### config.mk
export PLATFORM = sky130hd
export DESIGN_NAME = pipe_alu_flat
export DESIGN_NICKNAME = d
export VERILOG_FILES = /design/src/rtl/pipe_alu_if.sv /design/src/rtl/pipe_alu.sv /design/src/flat_wrapper.sv
export SDC_FILE = /design/constraint.sdc
export NUM_CORES = 2
export LEC_CHECK = 0
export ABC_CLOCK_PERIOD_IN_PS = 4030
export CAP_MARGIN = 5
export CORE_MARGIN = 8
export CORE_UTILIZATION = 60
export CTS_BUF_LIST = sky130_fd_sc_hd__clkbuf_8 sky130_fd_sc_hd__clkbuf_16
export DETAILED_ROUTE_END_ITERATION = 8
export GPL_TIMING_DRIVEN = 0
export PLACE_DENSITY_LB_ADDON = 0.3
export SETUP_SLACK_MARGIN = 0.15
export SYNTH_ARGS = -nofsm -noshare
export SYNTH_HDL_FRONTEND = slang
export SYNTH_SLANG_ARGS = --single-unit
### constraint.sdc
create_clock -name clk_in -period 4.03 [get_ports clk_in]
set_clock_uncertainty 0.1 [all_clocks]
set_input_delay 0.403 -clock clk_in [delete_from_list [all_inputs] [get_ports clk_in]]
set_output_delay 0.403 -clock clk_in [all_outputs]
set_load 0.05 [all_outputs]
### src/rtl/pipe_alu_if.sv
// pipe_alu_if: issue and result handshake bundle for pipe_alu.
//   Issue side : in_valid/in_ready handshake carrying op_in, r1_val, r2_val
//                and rob_id_in (destination tag).
//   Result side: out_valid/out_ready handshake carrying out_val and
//                out_rob_id towards the common data bus.
//   master - the issuing / consuming agent (scheduler + CDB arbiter).
//   slave  - the ALU itself.
interface pipe_alu_if #(
  parameter int XLEN    = 32,
  parameter int ROB_BIT = 4
) ();
  logic               in_valid;
  logic               in_ready;
  logic [4:0]         op_in;
  logic [XLEN-1:0]    r1_val;
  logic [XLEN-1:0]    r2_val;
  logic [ROB_BIT-1:0] rob_id_in;
  logic               out_valid;
  logic               out_ready;
  logic [XLEN-1:0]    out_val;
  logic [ROB_BIT-1:0] out_rob_id;

  modport master (
    output in_valid, op_in, r1_val, r2_val, rob_id_in, out_ready,
    input  in_ready, out_valid, out_val, out_rob_id
  );

  modport slave (
    input  in_valid, op_in, r1_val, r2_val, rob_id_in, out_ready,
    output in_ready, out_valid, out_val, out_rob_id
  );
endinterface

### src/rtl/pipe_alu.sv
// pipe_alu: pipelined integer ALU (RV32I ALU ops, branch compares, RV32M
// multiplies) with a credit-controlled in-order output buffer.
//   clk_in   - clock, all state changes on the rising edge
//   rst_in   - asynchronous active-low reset
//   rdy_in   - global stall, low freezes every register
//   flush_in - synchronous mispredict clear, dominant over all other inputs
//   bus      - pipe_alu_if.slave: issue handshake in, result handshake out
// The result is computed in stage 1; stages 2..PIPE_DEPTH only delay it.
// An entry leaving the last stage is written into the output buffer. Credits
// count in-flight plus buffered entries so the buffer can never overflow and
// the pipeline never has to stall on out_ready.
module pipe_alu #(
  parameter int XLEN       = 32,
  parameter int ROB_BIT    = 4,
  parameter int PIPE_DEPTH = 2,
  parameter int OUT_DEPTH  = 4,
  parameter int HAS_MUL    = 1
) (
  input  logic        clk_in,
  input  logic        rst_in,
  input  logic        rdy_in,
  input  logic        flush_in,
  pipe_alu_if.slave   bus
);
  localparam int SHW = $clog2(XLEN);
  localparam int PW  = $clog2(OUT_DEPTH);
  localparam int CW  = PW + 1;

  // pipeline stages
  logic [PIPE_DEPTH-1:0] r_stg_vld;
  logic [XLEN-1:0]       r_stg_val [PIPE_DEPTH];
  logic [ROB_BIT-1:0]    r_stg_tag [PIPE_DEPTH];
  // output buffer
  logic [XLEN-1:0]       r_buf_val [OUT_DEPTH];
  logic [ROB_BIT-1:0]    r_buf_tag [OUT_DEPTH];
  logic [PW-1:0]         r_wr_ptr;
  logic [PW-1:0]         r_rd_ptr;
  logic [CW-1:0]         r_buf_cnt;
  logic [CW-1:0]         r_tot_cnt;
  logic                  r_in_ready;

  logic                  w_accept;
  logic                  w_pop;
  logic                  w_push;
  logic [CW-1:0]         w_tot_next;
  logic [XLEN-1:0]       w_a;
  logic [XLEN-1:0]       w_b;
  logic [SHW-1:0]        w_shamt;
  logic                  w_lt;
  logic                  w_ltu;
  logic                  w_eq;
  logic                  w_a_sgn;
  logic                  w_b_sgn;
  logic [2*XLEN-1:0]     w_ma;
  logic [2*XLEN-1:0]     w_mb;
  logic [2*XLEN-1:0]     w_prod;
  logic [XLEN-1:0]       w_alu;

  assign w_a     = bus.r1_val;
  assign w_b     = bus.r2_val;
  assign w_shamt = w_b[SHW-1:0];
  assign w_lt    = $signed(w_a) < $signed(w_b);
  assign w_ltu   = w_a < w_b;
  assign w_eq    = w_a == w_b;

  // One 2*XLEN multiplier serves all four MUL variants: operands are sign- or
  // zero-extended per op, and the low 2*XLEN bits of the product are exact.
  assign w_a_sgn = (bus.op_in == 5'd17) || (bus.op_in == 5'd18);
  assign w_b_sgn = (bus.op_in == 5'd17);
  assign w_ma    = {{XLEN{w_a_sgn & w_a[XLEN-1]}}, w_a};
  assign w_mb    = {{XLEN{w_b_sgn & w_b[XLEN-1]}}, w_b};
  assign w_prod  = w_ma * w_mb;

  assign w_accept   = bus.in_valid & r_in_ready & rdy_in & ~flush_in;
  assign w_pop      = (r_buf_cnt != {CW{1'b0}}) & bus.out_ready & rdy_in & ~flush_in;
  assign w_push     = r_stg_vld[PIPE_DEPTH-1];
  assign w_tot_next = r_tot_cnt + CW'(w_accept) - CW'(w_pop);

  assign bus.in_ready   = r_in_ready;
  assign bus.out_valid  = (r_buf_cnt != {CW{1'b0}});
  assign bus.out_val    = r_buf_val[r_rd_ptr];
  assign bus.out_rob_id = r_buf_tag[r_rd_ptr];

  // Stage-1 result decode for every opcode.
  always_comb begin
    w_alu = {XLEN{1'b0}};
    case (bus.op_in)
      5'd0:    w_alu = w_a + w_b;
      5'd1:    w_alu = w_a - w_b;
      5'd2:    w_alu = w_a << w_shamt;
      5'd3:    w_alu = {{(XLEN-1){1'b0}}, w_lt};
      5'd4:    w_alu = {{(XLEN-1){1'b0}}, w_ltu};
      5'd5:    w_alu = w_a ^ w_b;
      5'd6:    w_alu = w_a >> w_shamt;
      5'd7:    w_alu = $signed(w_a) >>> w_shamt;
      5'd8:    w_alu = w_a | w_b;
      5'd9:    w_alu = w_a & w_b;
      5'd10:   w_alu = {{(XLEN-1){1'b0}}, w_eq};
      5'd11:   w_alu = {{(XLEN-1){1'b0}}, ~w_eq};
      5'd12:   w_alu = {{(XLEN-1){1'b0}}, w_lt};
      5'd13:   w_alu = {{(XLEN-1){1'b0}}, ~w_lt};
      5'd14:   w_alu = {{(XLEN-1){1'b0}}, w_ltu};
      5'd15:   w_alu = {{(XLEN-1){1'b0}}, ~w_ltu};
      5'd16:   w_alu = (HAS_MUL != 0) ? w_prod[XLEN-1:0] : {XLEN{1'b0}};
      5'd17,
      5'd18,
      5'd19:   w_alu = (HAS_MUL != 0) ? w_prod[2*XLEN-1:XLEN] : {XLEN{1'b0}};
      default: w_alu = {XLEN{1'b0}};
    endcase
  end

  // Pipeline stages: load stage 1 on every advancing edge, shift the rest.
  always_ff @(posedge clk_in or negedge rst_in) begin
    if (!rst_in) begin
      r_stg_vld <= {PIPE_DEPTH{1'b0}};
      for (int i = 0; i < PIPE_DEPTH; i++) begin
        r_stg_val[i] <= {XLEN{1'b0}};
        r_stg_tag[i] <= {ROB_BIT{1'b0}};
      end
    end else if (rdy_in) begin
      if (flush_in) begin
        r_stg_vld <= {PIPE_DEPTH{1'b0}};
      end else begin
        r_stg_vld[0] <= w_accept;
        r_stg_val[0] <= w_alu;
        r_stg_tag[0] <= bus.rob_id_in;
        for (int i = 1; i < PIPE_DEPTH; i++) begin
          r_stg_vld[i] <= r_stg_vld[i-1];
          r_stg_val[i] <= r_stg_val[i-1];
          r_stg_tag[i] <= r_stg_tag[i-1];
        end
      end
    end
  end

  // Output buffer storage and wrapping pointers.
  always_ff @(posedge clk_in or negedge rst_in) begin
    if (!rst_in) begin
      r_wr_ptr <= {PW{1'b0}};
      r_rd_ptr <= {PW{1'b0}};
      for (int i = 0; i < OUT_DEPTH; i++) begin
        r_buf_val[i] <= {XLEN{1'b0}};
        r_buf_tag[i] <= {ROB_BIT{1'b0}};
      end
    end else if (rdy_in) begin
      if (flush_in) begin
        r_wr_ptr <= {PW{1'b0}};
        r_rd_ptr <= {PW{1'b0}};
        for (int i = 0; i < OUT_DEPTH; i++) begin
          r_buf_val[i] <= {XLEN{1'b0}};
          r_buf_tag[i] <= {ROB_BIT{1'b0}};
        end
      end else begin
        if (w_push) begin
          r_buf_val[r_wr_ptr] <= r_stg_val[PIPE_DEPTH-1];
          r_buf_tag[r_wr_ptr] <= r_stg_tag[PIPE_DEPTH-1];
          r_wr_ptr            <= r_wr_ptr + PW'(1);
        end
        if (w_pop) begin
          r_rd_ptr <= r_rd_ptr + PW'(1);
        end
      end
    end
  end

  // Occupancy and credit tracking; in_ready is registered from the next total
  // so it rises on the first edge after reset and never looks at in_valid.
  always_ff @(posedge clk_in or negedge rst_in) begin
    if (!rst_in) begin
      r_buf_cnt  <= {CW{1'b0}};
      r_tot_cnt  <= {CW{1'b0}};
      r_in_ready <= 1'b0;
    end else if (rdy_in) begin
      if (flush_in) begin
        r_buf_cnt  <= {CW{1'b0}};
        r_tot_cnt  <= {CW{1'b0}};
        r_in_ready <= 1'b1;
      end else begin
        r_buf_cnt  <= r_buf_cnt + CW'(w_push) - CW'(w_pop);
        r_tot_cnt  <= w_tot_next;
        r_in_ready <= (w_tot_next < CW'(OUT_DEPTH));
      end
    end
  end
endmodule
### src/flat_wrapper.sv
// flat-port wrapper written by rule: the top's interface ports become plain ports
module pipe_alu_flat 
#(
  parameter int XLEN       = 32,
  parameter int ROB_BIT    = 4,
  parameter int PIPE_DEPTH = 2,
  parameter int OUT_DEPTH  = 4,
  parameter int HAS_MUL    = 1
)
  (clk_in, rst_in, rdy_in, flush_in, bus_in_valid, bus_op_in, bus_r1_val, bus_r2_val, bus_rob_id_in, bus_out_ready, bus_in_ready, bus_out_valid, bus_out_val, bus_out_rob_id);
  pipe_alu_if #(.XLEN(XLEN), .ROB_BIT(ROB_BIT)) bus_i ();
  input  logic clk_in;
  input  logic rst_in;
  input  logic rdy_in;
  input  logic flush_in;
  input wire logic [$bits(bus_i.in_valid)-1:0] bus_in_valid;
  input wire logic [$bits(bus_i.op_in)-1:0] bus_op_in;
  input wire logic [$bits(bus_i.r1_val)-1:0] bus_r1_val;
  input wire logic [$bits(bus_i.r2_val)-1:0] bus_r2_val;
  input wire logic [$bits(bus_i.rob_id_in)-1:0] bus_rob_id_in;
  input wire logic [$bits(bus_i.out_ready)-1:0] bus_out_ready;
  output wire logic [$bits(bus_i.in_ready)-1:0] bus_in_ready;
  output wire logic [$bits(bus_i.out_valid)-1:0] bus_out_valid;
  output wire logic [$bits(bus_i.out_val)-1:0] bus_out_val;
  output wire logic [$bits(bus_i.out_rob_id)-1:0] bus_out_rob_id;
  assign bus_i.in_valid = bus_in_valid;
  assign bus_i.op_in = bus_op_in;
  assign bus_i.r1_val = bus_r1_val;
  assign bus_i.r2_val = bus_r2_val;
  assign bus_i.rob_id_in = bus_rob_id_in;
  assign bus_i.out_ready = bus_out_ready;
  assign bus_in_ready = bus_i.in_ready;
  assign bus_out_valid = bus_i.out_valid;
  assign bus_out_val = bus_i.out_val;
  assign bus_out_rob_id = bus_i.out_rob_id;
  pipe_alu #(.XLEN(XLEN), .ROB_BIT(ROB_BIT), .PIPE_DEPTH(PIPE_DEPTH), .OUT_DEPTH(OUT_DEPTH), .HAS_MUL(HAS_MUL)) u_core (.clk_in(clk_in), .rst_in(rst_in), .rdy_in(rdy_in), .flush_in(flush_in), .bus(bus_i));
endmodule
==> summary.txt <==
Setup TNS - -130.81 ns
Die height - 322 um
Post-synth ARST share - 100%
Netlist Area Pre-Place - 56200 sq um
Seq/Total Area, Yosys - 10.2%
Num Clock Sinks - 229
First-pass detailed-route iteration total - 7
Overflow after GRT - 0
Worst path arrival time - 8.70 ns
RSZ-0062 raised after global routing - true
Post-synth EDFFs - 0
CTS root buf - clkbuf_16
Ys Warns - 0
Synth Area in XOR/XNOR - 1.29%
Antenna violations before repair - 13
Hold Fails Final Rpt - 0
Syn_area_per_cell - 8.59 sq um
Synth Area in Compound Gates - 10.4%
FILL cells - 7237
Worst endpoint required time - 4.32 ns
Most frequent cells in the layout - 1280 x nand2_1, 1242 x inv_1, 1092 x fa_1, 479 x nor2_1, 284 x ha_1
Clk slew on worst S/H paths - 0.08 ns
Mapped Nets - 8070
Vias in the first global route - 53816
Antenna-violating nets left - 0
Vias per inst - 6.58
Worst skew pair latency - 0.51 ns
Number of port buffers - 114
Num CTS Buffers - 20
Total GRT Usage - 49.9%
Hpwl dp - 206 mm
Yosys top cell by area - fa_1
Period minus WS final - 8.40 ns
Fraction of layout cells with a size suffix above 1 - 14.2%
Top FF cell, synth - dfrtp_1
Synth top area share - 40.2%
Final worst slack - -4.37 ns
Max incr delay on CP - 0.61 ns
DR vias - 53446
Clk buf depth - 3
Yosys reg bits - 229
Final GP Congestion - 1.11
Area growth, synth to finish - 15.2%
Peak Freq - 119 MHz
Failing checks - setup timing
CP Class - input port to register
CP most frequent cell - fa_1
First-pass GRT wire length - 372 mm
Final core utilization - 69.7%
Placeable core region - 93000 sq um
Final Slew Violations - 0
Gate Count Post-Synth - 6545
Commonest non-fill, non-tap cell in the layout - nand2_1
Num rows - 112
Die Wd - 322 um
Crit. End Element - register
Die ar. - 104000 sq um
Largest net degree at the start of global routing - 123
Initial Util - 60.4%
WL per Instance - 32.2 um
Count of cell types in the netlist - 101
Largest family of logic cells by synthesized area - adder cells
Delay-heaviest family, CP - adder cells
Worst min path class - input port to register
Slew Limit Headroom - 12.2%
Max cap viols - 0
Routed WL - 262 mm
H-tree depth - 1
Crit path buffers/inverters - 9
Worst slew pin tran - 1.32 ns
Status - finished, violations left
Mux cell area share after synthesis - 4.66%
Residual DRC - 0
Simple-gate share of the synthesized area - 14.5%
Final Setup Violations - 32
Period utilization - 209%
Number of top-level pins - 117
Starting DRC count in detailed routing - 7924
Worst path slowest cell - clkbuf_2
Adder-Cell Fraction of Synth Area - 47.2%
Top post-synthesis cells by area - fa_1 40%, dfrtp_1 10%, nand2_1 8.7%
CP Max Fanout - 10
Final nets - 8361
TritonCTS clock tree - built
Critical path launch point type - input port
## through the flow
stage | setup WS (ns) | hold slack [ns] | area (sq um) | cells
global placement | -6.87 | 0.353 | 59700 | 7913
finish | -4.37 | 0.328 | 64800 | 8123
floorplan | -3.93 | 0.00741 | 57000 | 6545
CTS | -4.10 | 0.322 | 64000 | 8066
global route | -4.35 | 0.366 | 64800 | 8105
detailed placement | -6.75 | 0.358 | 59700 | 7916
## sequential cells by signal (all words and copies together), names as in the netlist
register / flops
u_core.bus.in_ready: 1
u_core.r_buf_cnt: 3
u_core.r_buf_tag: 16
u_core.r_buf_val: 128
u_core.r_rd_ptr: 2
u_core.r_stg_tag: 8
u_core.r_stg_val: 64
u_core.r_stg_vld: 2
u_core.r_tot_cnt: 3
u_core.r_wr_ptr: 2
## synth_stat cells, types with 11 or more instances
cell,number
o21bai_1,18
o21ai_0,279
a211oi_1,24
nand2_1,1299
mux2i_1,67
xnor2_1,58
nand3_1,29
a31oi_1,30
a221oi_1,21
o31ai_1,15
nor3_1,33
nand2b_1,19
xor2_1,25
a21oi_1,187
mux4_2,82
o221ai_1,16
o21ai_1,36
o2111ai_1,11
nor2b_1,22
clkinv_1,19
clkbuf_1,265
nor4_1,13
nand4_1,19
buf_1,78
buf_6,15
inv_1,1281
fa_1,1129
a21o_1,42
a22oi_1,25
buf_2,30
dfrtp_1,229
and2_1,14
o211ai_1,31
inv_2,13
ha_1,317
nor2_1,503
and3_1,18
a221o_1,22
o22ai_1,20
o21a_1,21
or3_1,14
## cell families after synthesis
kind of cell    count (synthesis)
compound gates                893
xor+xnor                       83
fa+ha+maj                    1446
buf+inv                      1713
flops                         229
mux                           158
simple gates                 2023
## repair_timing
action | CTS | global route
buffers inserted | 112 | 36
gates cloned | 1 | 1
setup endpoints to repair | 50 | 41
hold buffers | 1 | 0
pin swaps | 147 | 93
gates resized for setup | 1016 | 146
endpoints found under the hold margin | 107 | 0
## layer usage
metal	share of wire [%]	global-route usage, %	vias to the layer above
li1	-	-	20749
met1	33	60.5	26472
met2	41	70.7	4779
met3	16	21.8	1438
met4	10	36.3	8
met5	0.018	0	-
## tightest hold or removal path, cell delays in order
cell and delay, ns:
clkdlybuf4s50_1 0.40, nand2_1 0.06, nand2_1 0.04
## worst paths after layout
kind                                                   from                                 to  slack (ns)  cells past startpoint
max in group asynchronous                            rst_in   u_core.r_stg_val[62]$_DFFE_PN0P_        2.37                      3
min in group asynchronous                            rst_in  u_core.r_buf_val[120]$_DFFE_PN0P_        0.39                      2
setup / recovery                             bus_r2_val[11]   u_core.r_stg_val[45]$_DFFE_PN0P_       -4.37                     29
hold reg to reg            u_core.r_stg_val[37]$_DFFE_PN0P_    u_core.r_stg_val[5]$_DFFE_PN0P_        0.38                      2
hold / removal                             bus_rob_id_in[3]    u_core.r_stg_tag[7]$_DFFE_PN0P_        0.33                      3
setup reg to reg           u_core.r_stg_val[60]$_DFFE_PN0P_   u_core.r_stg_val[60]$_DFFE_PN0P_        1.09                      6
## cell type report
class | instances | area (sq um) | area share [%]
antenna | 19 | 47.5 | 0.0734
buffer | 400 | 3500 | 5.41
clock buffer | 23 | 542 | 0.836
clock inverter | 13 | 158 | 0.243
inverter | 1313 | 5030 | 7.77
multi-input combinational | 4603 | 45700 | 70.6
sequential | 229 | 5730 | 8.84
tap | 1254 | 1570 | 2.42
timing repair buffer | 269 | 2490 | 3.85
Power is left out: the tool's default activity adds up to more than one toggle a clock period on the data nets, which glitch-free logic cannot reach.
